===== config.mk =====
export PLATFORM = sky130hd
export DESIGN_NAME = ex_muldiv_unit_flat
export DESIGN_NICKNAME = d
export VERILOG_FILES = /design/src/rtl/ex_muldiv_unit_pkg.sv /design/src/rtl/ex_muldiv_unit_if.sv /design/src/rtl/ex_muldiv_unit_div_iter_core.sv /design/src/rtl/ex_muldiv_unit.sv /design/src/flat_wrapper.sv
export SDC_FILE = /design/constraint.sdc
export NUM_CORES = 2
export LEC_CHECK = 0
export BUFFER_PORTS_ARGS = -buffer_cell sky130_fd_sc_hd__buf_4
export CORE_UTILIZATION = 60
export DETAILED_ROUTE_END_ITERATION = 16
export GPL_TIMING_DRIVEN = 0
export PLACE_DENSITY = 0.77
export SLEW_MARGIN = 10
export SYNTH_ARGS = -nofsm -noshare
export SYNTH_HDL_FRONTEND = slang
export SYNTH_SLANG_ARGS = --single-unit

===== constraint.sdc =====
create_clock -name clk -period 7.1 [get_ports clk]
set_clock_uncertainty 0.15 [all_clocks]
set_input_delay 0.355 -clock clk [delete_from_list [all_inputs] [get_ports clk]]
set_output_delay 0.355 -clock clk [all_outputs]
set_load 0.02 [all_outputs]

===== src/rtl/ex_muldiv_unit_pkg.sv =====
// Shared definitions for the RV32M execute-stage multiply/divide unit.
package ex_muldiv_unit_pkg;

  // func3 encodings of the M extension
  localparam logic [2:0] F3_MUL    = 3'b000;
  localparam logic [2:0] F3_MULH   = 3'b001;
  localparam logic [2:0] F3_MULHSU = 3'b010;
  localparam logic [2:0] F3_MULHU  = 3'b011;
  localparam logic [2:0] F3_DIV    = 3'b100;
  localparam logic [2:0] F3_DIVU   = 3'b101;
  localparam logic [2:0] F3_REM    = 3'b110;
  localparam logic [2:0] F3_REMU   = 3'b111;

  // func7 tag that marks an R-type op as an M-extension op (decoded upstream)
  localparam logic [6:0] M_FUNC7 = 7'b0000001;

  typedef enum logic [1:0] {
    ST_IDLE    = 2'd0,
    ST_DIV_RUN = 2'd1,
    ST_DONE    = 2'd2
  } state_e;

  // func3[2] separates the divide/remainder group from the multiplies
  function automatic logic is_div_op(input logic [2:0] f3);
    return f3[2];
  endfunction

  // DIV and REM are signed, DIVU and REMU are not
  function automatic logic is_signed_div(input logic [2:0] f3);
    return ~f3[0];
  endfunction

  // REM/REMU return the remainder
  function automatic logic is_rem_op(input logic [2:0] f3);
    return f3[1];
  endfunction

endpackage


===== src/rtl/ex_muldiv_unit_if.sv =====
// EX-stage request/result bundle between the pipeline and the mul/div unit.
interface ex_muldiv_unit_if #(parameter int XLEN = 32);
  logic            start;
  logic [2:0]      func3;
  logic [XLEN-1:0] op1;
  logic [XLEN-1:0] op2;
  logic [4:0]      rd;
  logic            flush;
  logic            stall_req;
  logic            busy;
  logic            done;
  logic [XLEN-1:0] result;
  logic [4:0]      result_rd;

  // pipeline side drives the op, reads back stall/result
  modport master (
    output start, func3, op1, op2, rd, flush,
    input  stall_req, busy, done, result, result_rd
  );

  // unit side
  modport slave (
    input  start, func3, op1, op2, rd, flush,
    output stall_req, busy, done, result, result_rd
  );
endinterface


===== src/rtl/ex_muldiv_unit_div_iter_core.sv =====
// Unsigned radix-2 restoring divider datapath: one quotient bit per step.
// The post-step values are exposed combinationally so the caller can
// register the final result on the same edge as the last step.
module div_iter_core #(
  parameter int XLEN = 32
) (
  input  logic            clk,
  input  logic            rst,
  input  logic            clr,
  input  logic            load,
  input  logic            step,
  input  logic [XLEN-1:0] dividend,
  input  logic [XLEN-1:0] divisor,
  output logic [XLEN-1:0] quo_nxt,
  output logic [XLEN-1:0] rem_nxt
);

  logic [XLEN-1:0] quo_q;
  logic [XLEN-1:0] rem_q;
  logic [XLEN-1:0] dvs_q;
  logic [XLEN:0]   rem_sh;
  logic [XLEN:0]   diff;
  logic            fits;

  // shift next dividend bit into the partial remainder, trial-subtract
  assign rem_sh  = {rem_q, quo_q[XLEN-1]};
  assign diff    = rem_sh - {1'b0, dvs_q};
  assign fits    = ~diff[XLEN];
  assign quo_nxt = {quo_q[XLEN-2:0], fits};
  assign rem_nxt = fits ? diff[XLEN-1:0] : rem_sh[XLEN-1:0];

  // divider registers: quo_q doubles as the dividend shift register
  always_ff @(posedge clk or negedge rst) begin
    if (!rst) begin
      quo_q <= '0;
      rem_q <= '0;
      dvs_q <= '0;
    end else if (clr) begin
      quo_q <= '0;
      rem_q <= '0;
      dvs_q <= '0;
    end else if (load) begin
      quo_q <= dividend;
      rem_q <= '0;
      dvs_q <= divisor;
    end else if (step) begin
      quo_q <= quo_nxt;
      rem_q <= rem_nxt;
    end
  end

endmodule


===== src/rtl/ex_muldiv_unit.sv =====
// RV32M execute unit: single-cycle multiplies, iterative divides.
// Holds the pipeline front via stall_req until the result is ready and
// then presents it for exactly one cycle with done.
module ex_muldiv_unit
  import ex_muldiv_unit_pkg::*;
#(
  parameter int XLEN = 32
) (
  input  logic              clk,
  input  logic              rst,
  ex_muldiv_unit_if.slave   bus
);

  localparam int CNT_W = $clog2(XLEN) + 1;

  state_e           state_q, state_d;
  logic [CNT_W-1:0] cnt_q;
  logic [4:0]       rd_q;
  logic             rem_sel_q;
  logic             neg_q_q;
  logic             neg_r_q;

  logic             accept, load, step, abort, last, stall;
  logic             div_op, sgn_div, rem_op, div_zero, div_ovf;
  logic             a_sgn, b_sgn;
  logic [2*XLEN-1:0] a_ext, b_ext, prod;
  logic [XLEN-1:0]  mul_res, imm_res;
  logic [XLEN-1:0]  abs1, abs2;
  logic [XLEN-1:0]  quo_nxt, rem_nxt, quo_fix, rem_fix, div_res;

  // decode of the op presented this cycle
  assign div_op   = is_div_op(bus.func3);
  assign sgn_div  = is_signed_div(bus.func3);
  assign rem_op   = is_rem_op(bus.func3);
  assign div_zero = (bus.op2 == '0);
  assign div_ovf  = sgn_div && (bus.op1 == {1'b1, {(XLEN-1){1'b0}}}) && (bus.op2 == '1);

  // operands extended to 2*XLEN make the modulo-2^64 product equal the
  // low 64 bits of the 33x33 signed product for every MUL variant
  assign a_sgn   = (bus.func3 == F3_MULH) || (bus.func3 == F3_MULHSU);
  assign b_sgn   = (bus.func3 == F3_MULH);
  assign a_ext   = {{XLEN{a_sgn & bus.op1[XLEN-1]}}, bus.op1};
  assign b_ext   = {{XLEN{b_sgn & bus.op2[XLEN-1]}}, bus.op2};
  assign prod    = a_ext * b_ext;
  assign mul_res = (bus.func3 == F3_MUL) ? prod[XLEN-1:0] : prod[2*XLEN-1:XLEN];

  // results that are known in the accept cycle (multiplies, divide corners)
  always_comb begin
    imm_res = mul_res;
    if (div_op) begin
      if (div_zero) imm_res = rem_op ? bus.op1 : '1;
      else          imm_res = rem_op ? '0 : bus.op1;  // overflow: quotient = op1
    end
  end

  // magnitudes for the unsigned core
  assign abs1 = (sgn_div && bus.op1[XLEN-1]) ? -bus.op1 : bus.op1;
  assign abs2 = (sgn_div && bus.op2[XLEN-1]) ? -bus.op2 : bus.op2;

  div_iter_core #(.XLEN(XLEN)) u_core (
    .clk      (clk),
    .rst      (rst),
    .clr      (abort),
    .load     (load),
    .step     (step),
    .dividend (abs1),
    .divisor  (abs2),
    .quo_nxt  (quo_nxt),
    .rem_nxt  (rem_nxt)
  );

  // sign fix applied to the values produced by the final step
  assign quo_fix = neg_q_q ? -quo_nxt : quo_nxt;
  assign rem_fix = neg_r_q ? -rem_nxt : rem_nxt;
  assign div_res = rem_sel_q ? rem_fix : quo_fix;
  assign last    = (cnt_q == CNT_W'(XLEN-1));

  // next-state and control decode
  always_comb begin
    state_d = state_q;
    accept  = 1'b0;
    load    = 1'b0;
    step    = 1'b0;
    abort   = 1'b0;
    stall   = 1'b0;
    case (state_q)
      ST_IDLE: begin
        if (bus.start && !bus.flush) begin
          accept = 1'b1;
          stall  = 1'b1;
          if (div_op && !div_zero && !div_ovf) begin
            load    = 1'b1;
            state_d = ST_DIV_RUN;
          end else begin
            state_d = ST_DONE;
          end
        end
      end
      ST_DIV_RUN: begin
        stall = 1'b1;
        if (bus.flush) begin
          abort   = 1'b1;
          state_d = ST_IDLE;
        end else begin
          step = 1'b1;
          if (last) state_d = ST_DONE;
        end
      end
      ST_DONE: state_d = ST_IDLE;
      default: state_d = ST_IDLE;
    endcase
  end

  assign bus.stall_req = stall;
  assign bus.busy      = (state_q != ST_IDLE);
  assign bus.done      = (state_q == ST_DONE);

  // state register
  always_ff @(posedge clk or negedge rst) begin
    if (!rst) state_q <= ST_IDLE;
    else      state_q <= state_d;
  end

  // per-op context latched at accept, iteration counter
  always_ff @(posedge clk or negedge rst) begin
    if (!rst) begin
      cnt_q     <= '0;
      rd_q      <= '0;
      rem_sel_q <= 1'b0;
      neg_q_q   <= 1'b0;
      neg_r_q   <= 1'b0;
    end else begin
      if (accept) begin
        rd_q      <= bus.rd;
        rem_sel_q <= rem_op;
        neg_q_q   <= sgn_div & (bus.op1[XLEN-1] ^ bus.op2[XLEN-1]);
        neg_r_q   <= sgn_div & bus.op1[XLEN-1];
      end
      if (load)      cnt_q <= '0;
      else if (step) cnt_q <= cnt_q + CNT_W'(1);
    end
  end

  // result registers only change when a result is committed
  always_ff @(posedge clk or negedge rst) begin
    if (!rst) begin
      bus.result    <= '0;
      bus.result_rd <= '0;
    end else if (accept && !load) begin
      bus.result    <= imm_res;
      bus.result_rd <= bus.rd;
    end else if (step && last) begin
      bus.result    <= div_res;
      bus.result_rd <= rd_q;
    end
  end

endmodule


===== src/flat_wrapper.sv =====
// flat-port wrapper written by rule: the top's interface ports become plain ports
module ex_muldiv_unit_flat import ex_muldiv_unit_pkg::*;
#(
  parameter int XLEN = 32
)
  (clk, rst, bus_start, bus_func3, bus_op1, bus_op2, bus_rd, bus_flush, bus_stall_req, bus_busy, bus_done, bus_result, bus_result_rd);
  ex_muldiv_unit_if #(.XLEN(XLEN)) bus_i ();
  input  logic clk;
  input  logic rst;
  input wire logic [$bits(bus_i.start)-1:0] bus_start;
  input wire logic [$bits(bus_i.func3)-1:0] bus_func3;
  input wire logic [$bits(bus_i.op1)-1:0] bus_op1;
  input wire logic [$bits(bus_i.op2)-1:0] bus_op2;
  input wire logic [$bits(bus_i.rd)-1:0] bus_rd;
  input wire logic [$bits(bus_i.flush)-1:0] bus_flush;
  output wire logic [$bits(bus_i.stall_req)-1:0] bus_stall_req;
  output wire logic [$bits(bus_i.busy)-1:0] bus_busy;
  output wire logic [$bits(bus_i.done)-1:0] bus_done;
  output wire logic [$bits(bus_i.result)-1:0] bus_result;
  output wire logic [$bits(bus_i.result_rd)-1:0] bus_result_rd;
  assign bus_i.start = bus_start;
  assign bus_i.func3 = bus_func3;
  assign bus_i.op1 = bus_op1;
  assign bus_i.op2 = bus_op2;
  assign bus_i.rd = bus_rd;
  assign bus_i.flush = bus_flush;
  assign bus_stall_req = bus_i.stall_req;
  assign bus_busy = bus_i.busy;
  assign bus_done = bus_i.done;
  assign bus_result = bus_i.result;
  assign bus_result_rd = bus_i.result_rd;
  ex_muldiv_unit #(.XLEN(XLEN)) u_core (.clk(clk), .rst(rst), .bus(bus_i));
endmodule

; ---- Yosys cells after proc, flatten, opt, wreduce, memory -nomap -nowiden
; Index checks and enable logic that the tools add are counted.
[op_classes]
multipliers = 1
eq_ne = 9
n_mux = 40
n_bitwise = 7
n_addsub = 6
n_reduce_logical = 23
[ops]
columns = operator, count
row1 = $mux W32, 21
row2 = $neg A32 Y32, 4
row3 = $eq A32 B32 Y1 const B, 2
row4 = $mul A33 B33 Y64, 1
row5 = $sub A33 B32 Y33, 1
row6 = $logic_not A32 Y1, 1
row7 = $mux W6, 2
row8 = $mux W5, 2
row9 = $logic_and A1 B1 Y1, 9
row10 = $mux W1, 9
row11 = $mux W2, 4
row12 = $reduce_bool A2 Y1, 4
row13 = $add A6 B1 Y6 const B, 1
row14 = $eq A6 B5 Y1 const B, 1
row15 = $and A1 B1 Y1, 4
row16 = $logic_not A1 Y1, 4
row17 = $pmux W2 S2, 1
row18 = $eq A3 B1 Y1 const B, 1
row19 = $eq A3 B2 Y1 const B, 1
row20 = $logic_not A3 Y1, 1
row21 = $ne A3 B2 Y1 const B, 1
row22 = $reduce_bool A3 Y1, 1
row23 = $eq A2 B1 Y1 const B, 1
row24 = $eq A2 B2 Y1 const B, 1
row25 = 7 further kinds, 8
[totals]
inputBits = 76
register_bits = 149
output_inout_bits = 40

; ---- Longest topological paths before layout
[logic_depth]
word_depth = 11
mapped_depth = 34
ltp_nobuf = 31

; ---- Cells and area by module
; A second synthesis with hierarchy kept.
[hier_totals]
hier_cells = 5987
area_unflattened_um2 = 51339.2
[modules_own_cells]
columns = module, instances, area_per_inst_um2, cells_each
row1 = ex_muldiv_unit, 1, 44542.7, 5187
row2 = div_iter_core, 1, 6796.5, 800

; ---- Worst setup path after synthesis
; OpenSTA, ideal clock, no wires.
[synth_timing]
kind = input to register
start = in bus_func3[0]
end = reg u_core.bus.result[28]
path_stages = 31
path_slack_ns = -1.638
n_path_buf = 3
setup_ns = 0.141
arrival_ns = 8.447
path_cell_list = clkbuf_1 > xnor2_1 > nor3b_1 > clkbuf_1 > nand2_1 > fa_1 > fa_1 > inv_1 > fa_1 > inv_1 > fa_1 > inv_1 > fa_1 > fa_1 > fa_1 > inv_1 > fa_1 > inv_1 > ha_1 > clkbuf_1 > a21oi_1 > nand2_1 > a21oi_1 > o21ai_0 > a21oi_1 > o31a_1 > o21bai_1 > a221oi_2 > xnor2_1 > a221oi_1 > a221oi_2
[synth_via]
elab_chain_cells = 11
word_cells_on_any_way = 21
cone_classes = mul: 1 / eq/ne: 2 / mux: 6 / bitwise: 3 / reduce/logical: 9
[synth_rtl]
columns = item, line
row1 = "start, declared", flat_wrapper.sv:11  ; input wire logic [$bits(bus_i.func3)-1:0] bus_func3;
row2 = "parallel branches: the longest is 11 deep, another holds $mul A33 B33 Y64", --
row3 = "end signal, assigned", ex_muldiv_unit.sv:150  ; bus.result <= imm_res;
row4 = "end signal, assigned", ex_muldiv_unit.sv:153  ; bus.result <= div_res;
row5 = "end, declared", ex_muldiv_unit_if.sv:24  ; output stall_req, busy, done, result, result_rd
; Parallel ways; which one is timed is not known.
; A chain may end at the register's enable or synchronous reset.

; ---- Worst setup path after layout
[layout_timing]
start = in bus_op1[0]
end = reg u_core.bus.result[28]
[layout_via]
elab_chain_cells = 11
word_cells_on_any_way = 15
cone_classes = mul: 1 / eq/ne: 1 / mux: 6 / reduce/logical: 7
[layout_rtl]
columns = item, line
row1 = "start, declared", flat_wrapper.sv:12  ; input wire logic [$bits(bus_i.op1)-1:0] bus_op1;
row2 = "parallel branches: the longest is 11 deep, another holds $mul A33 B33 Y64", --
; Parallel ways; which one is timed is not known.

==> flow_metrics.tcl <==
set metrics [dict create \
    multi_input_area_sq_mm 0.0429 \
    cp_top_family "adder cells" \
    drive_above_1_share 0.149 \
    cap_violations 0 \
    grt_pass1_wl_mm 302 \
    place_area_sq_mm 0.0537 \
    cts_htree_levels 4 \
    grt_pass1_vias 45760 \
    cp-end-kind "flip-flop" \
    most-common-layout-cells "inv_1 (1197), fa_1 (1083), nand2_1 (924)" \
    postRouteWirelength_mm 210 \
    synthArstFlopShare 1.00 \
    crit_arrival_ns 8.52 \
    violations "negative setup slack" \
    cts_tree "yes" \
    synthesis.nets 7353 \
    drtIter0Drc 5306 \
    cts.clk_slew.worst_paths_ns 0.07 \
    grt_overflow 0 \
    hold_violations 0 \
    first_pass_iters 10 \
    synth-seq-cells 149 \
    wire_per_inst_um 28.8 \
    met3_length_mm 29.4 \
    cp.required_ns 7.24 \
    fin_nets 7591 \
    syn-cell-area_sq_mm 0.0508 \
    dp_hpwl_mm 168 \
    rsz0062_at_grt "true" \
    worst-path-max-fanout 10 \
    via_per_inst 6.24 \
    dieArea_sq_mm 0.0859 \
    cts_sinks 149 \
    clk-insertion-delay-late_ns 0.46 \
    stdcell_area_sq_mm 0.0591 \
    cpPeakStageDelay_ns 0.90 \
    timing.final.crit_share 1.18 \
    via_count 45625 \
    slowest_stage "clkbuf_1" \
    dr_wl_met2_mm 88.6 \
    startpoint_type "primary input" \
    fillers 6542 \
    drc_errors 0 \
    die_h_um 293 \
    cts-root-buf "clkbuf_16" \
    syn_inst 5900 \
    maxSlewHeadroom 0.203 \
    outcome "complete, but fails checks" \
    crit_type "primary input to flip-flop" \
    grt_usage 0.494 \
    rows 106 \
    start_util 0.607 \
    setup_violations 31 \
    antenna_found_initial 29 \
    path_common_cell "fa_1" \
    place_congestion 1.06 \
    die_w_um 293 \
    final_critical_path_setup_slack_ns -1.28 \
    crit_buf_inv 6 \
    io_buffers 77 \
    ys.flop_type "dfrtp_1" \
    top_layer "met5" \
    wl_met1_mm 74.2 \
    synth_edf_count 0 \
    detail-route-antenna-nets 0 \
    clock_path_buffers 2 \
    area_growth_pct 16.3 \
    period_minus_slack_ns 8.38 \
    layout_commonest_cell "inv_1" \
    slew_violations 0 \
    seq_area_sq_mm 0.00373 \
    ios 116 \
    yosysUniqueCellTypes 100 \
    yosys_warnings 0 \
    tightestPinTransition_ns 1.20 \
    fmax_mhz 119 \
    ys_seq_area_frac 0.0734 \
    syn_avg_cell_area_sq_um 8.61 \
    grt_max_degree 81 \
    cts_buffers 17 \
    core_region_area_sq_mm 0.0837 \
    hp-class "primary input to flip-flop" \
]
## worst reg2reg max path, stage by stage (launching register included)
cell,delay [ns]
dfrtp_1,0.42
inv_1,0.21
ha_1,0.22
inv_1,0.06
fa_1,0.46
a211oi_2,0.35
o21ai_2,0.14
o21ai_2,0.33
o211ai_4,0.18
a21bo_1,0.21
buf_2,0.19
nand2_4,0.19
buf_2,0.36
buf_2,0.44
buf_2,0.42
nand2_1,0.09
o21ai_0,0.16
ha_1,0.21
inv_1,0.11
or4_1,0.56
nor4_1,0.20
o211ai_1,0.23
nor2_2,0.32
a31oi_4,0.16
xnor2_1,0.63
a211oi_2,0.16
## path summary, 6_finish.rpt
| kind | startpoint | to | slack, ns | cells past startpoint |
|---|---|---|---|---|
| max in group asynchronous | rst | u_core.u_core.quo_q[23]$_DFFE_PN0P_ | 5.68 | 3 |
| max | bus_op1[0] | u_core.bus.result[28]$_DFFE_PN0P_ | -1.28 | 28 |
| min reg2reg | u_core.rd_q[4]$_DFFE_PN0P_ | u_core.rd_q[4]$_DFFE_PN0P_ | 0.33 | 2 |
| max reg2reg | u_core.u_core.quo_q[31]$_DFFE_PN0P_ | u_core.bus.result[22]$_DFFE_PN0P_ | -0.20 | 25 |
| min | bus_flush | u_core.u_core.quo_q[1]$_DFFE_PN0P_ | 0.14 | 3 |
| min in group asynchronous | rst | u_core.bus.result[20]$_DFFE_PN0P_ | 0.28 | 2 |
## layer usage
metal	up-vias	global-route usage
met5	-	0.000567
met4	18	0.337
met3	917	0.178
met2	3328	0.711
met1	22906	0.624
li1	18456	-
## metrics by stage
step	worst slack [ns]	instances	TNS, ns	hold slack (ns)	utilization
2_1_floorplan	-1.02	5900	-11.99	-0.0906	-
3_3_place_gp	-4.03	7111	-84.28	0.309	0.641
3_5_place_dp	-3.36	7112	-79.97	0.210	0.642
4_1_cts	-1.25	7216	-24.13	0.115	0.685
5_1_grt	-1.32	7288	-28.91	0.142	0.705
6_report	-1.28	7307	-25.49	0.137	0.706
## cell usage after synthesis, types with 16 or more instances
cell type,n,area (sq um)
o21ai_0,177,886
xor2_1,82,718
a21o_1,37,278
buf_1,80,300
and2_1,309,1930
a221oi_1,19,166
o31ai_1,36,270
mux2i_1,19,190
o21a_1,17,128
nor2b_1,16,100
a211oi_1,60,450
xnor2_1,135,1180
nand2_1,940,3530
nand3_1,71,355
or3_1,30,188
o21ai_1,22,110
nor2_1,188,706
fa_1,1126,22500
a31oi_1,16,100
inv_1,1234,4630
or2_2,17,106
and3_1,37,231
ha_1,251,3140
clkbuf_1,273,1020
dfrtp_1,149,3730
buf_2,25,125
nor3_1,29,145
nand4_1,36,225
o211ai_1,17,128
nand2b_1,20,125
a21oi_1,202,1010
o22ai_1,16,100
## registers in the layout, indices dropped and copies added, names as in the netlist, 2 cells and up
register / cells
u_core.u_core.dvs_q: 32
u_core.bus.result_rd: 5
u_core.u_core.quo_q: 32
u_core.bus.result: 32
u_core.state_q: 2
u_core.rd_q: 5
u_core.u_core.rem_q: 32
u_core.cnt_q: 6
## cell type report
type	instances	share of cell area
inverter	1236	0.0789
clock buffer	18	0.00743
tap	1134	0.0240
multi-input combinational	4132	0.725
buffer	351	0.0593
sequential	149	0.0631
timing repair buffer	251	0.0387
clock inverter	14	0.00227
antenna	22	0.000932
## timing repair
item	4_1_cts	5_1_grt
resized for setup	623	347
endpoints found under the setup margin	32	32
hold endpoints to repair	75	0
hold buffers	6	0
setup buffers	94	76
gates cloned	0	2
pin swaps	143	210
## cells by family after synthesis
family / Yosys count / share of synthesized area
XOR/XNOR: 217 / 0.0374
buffers and inverters: 1619 / 0.121
multiplexers: 20 / 0.00396
adder cells (fa/ha/maj): 1377 / 0.505
AO/OA/AOI/OAI: 754 / 0.0972
AND/OR/NAND/NOR: 1764 / 0.162
flip-flops: 149 / 0.0734
Power is left out: the tool's default activity adds up to more than one toggle a clock period on the data nets, which glitch-free logic cannot reach.
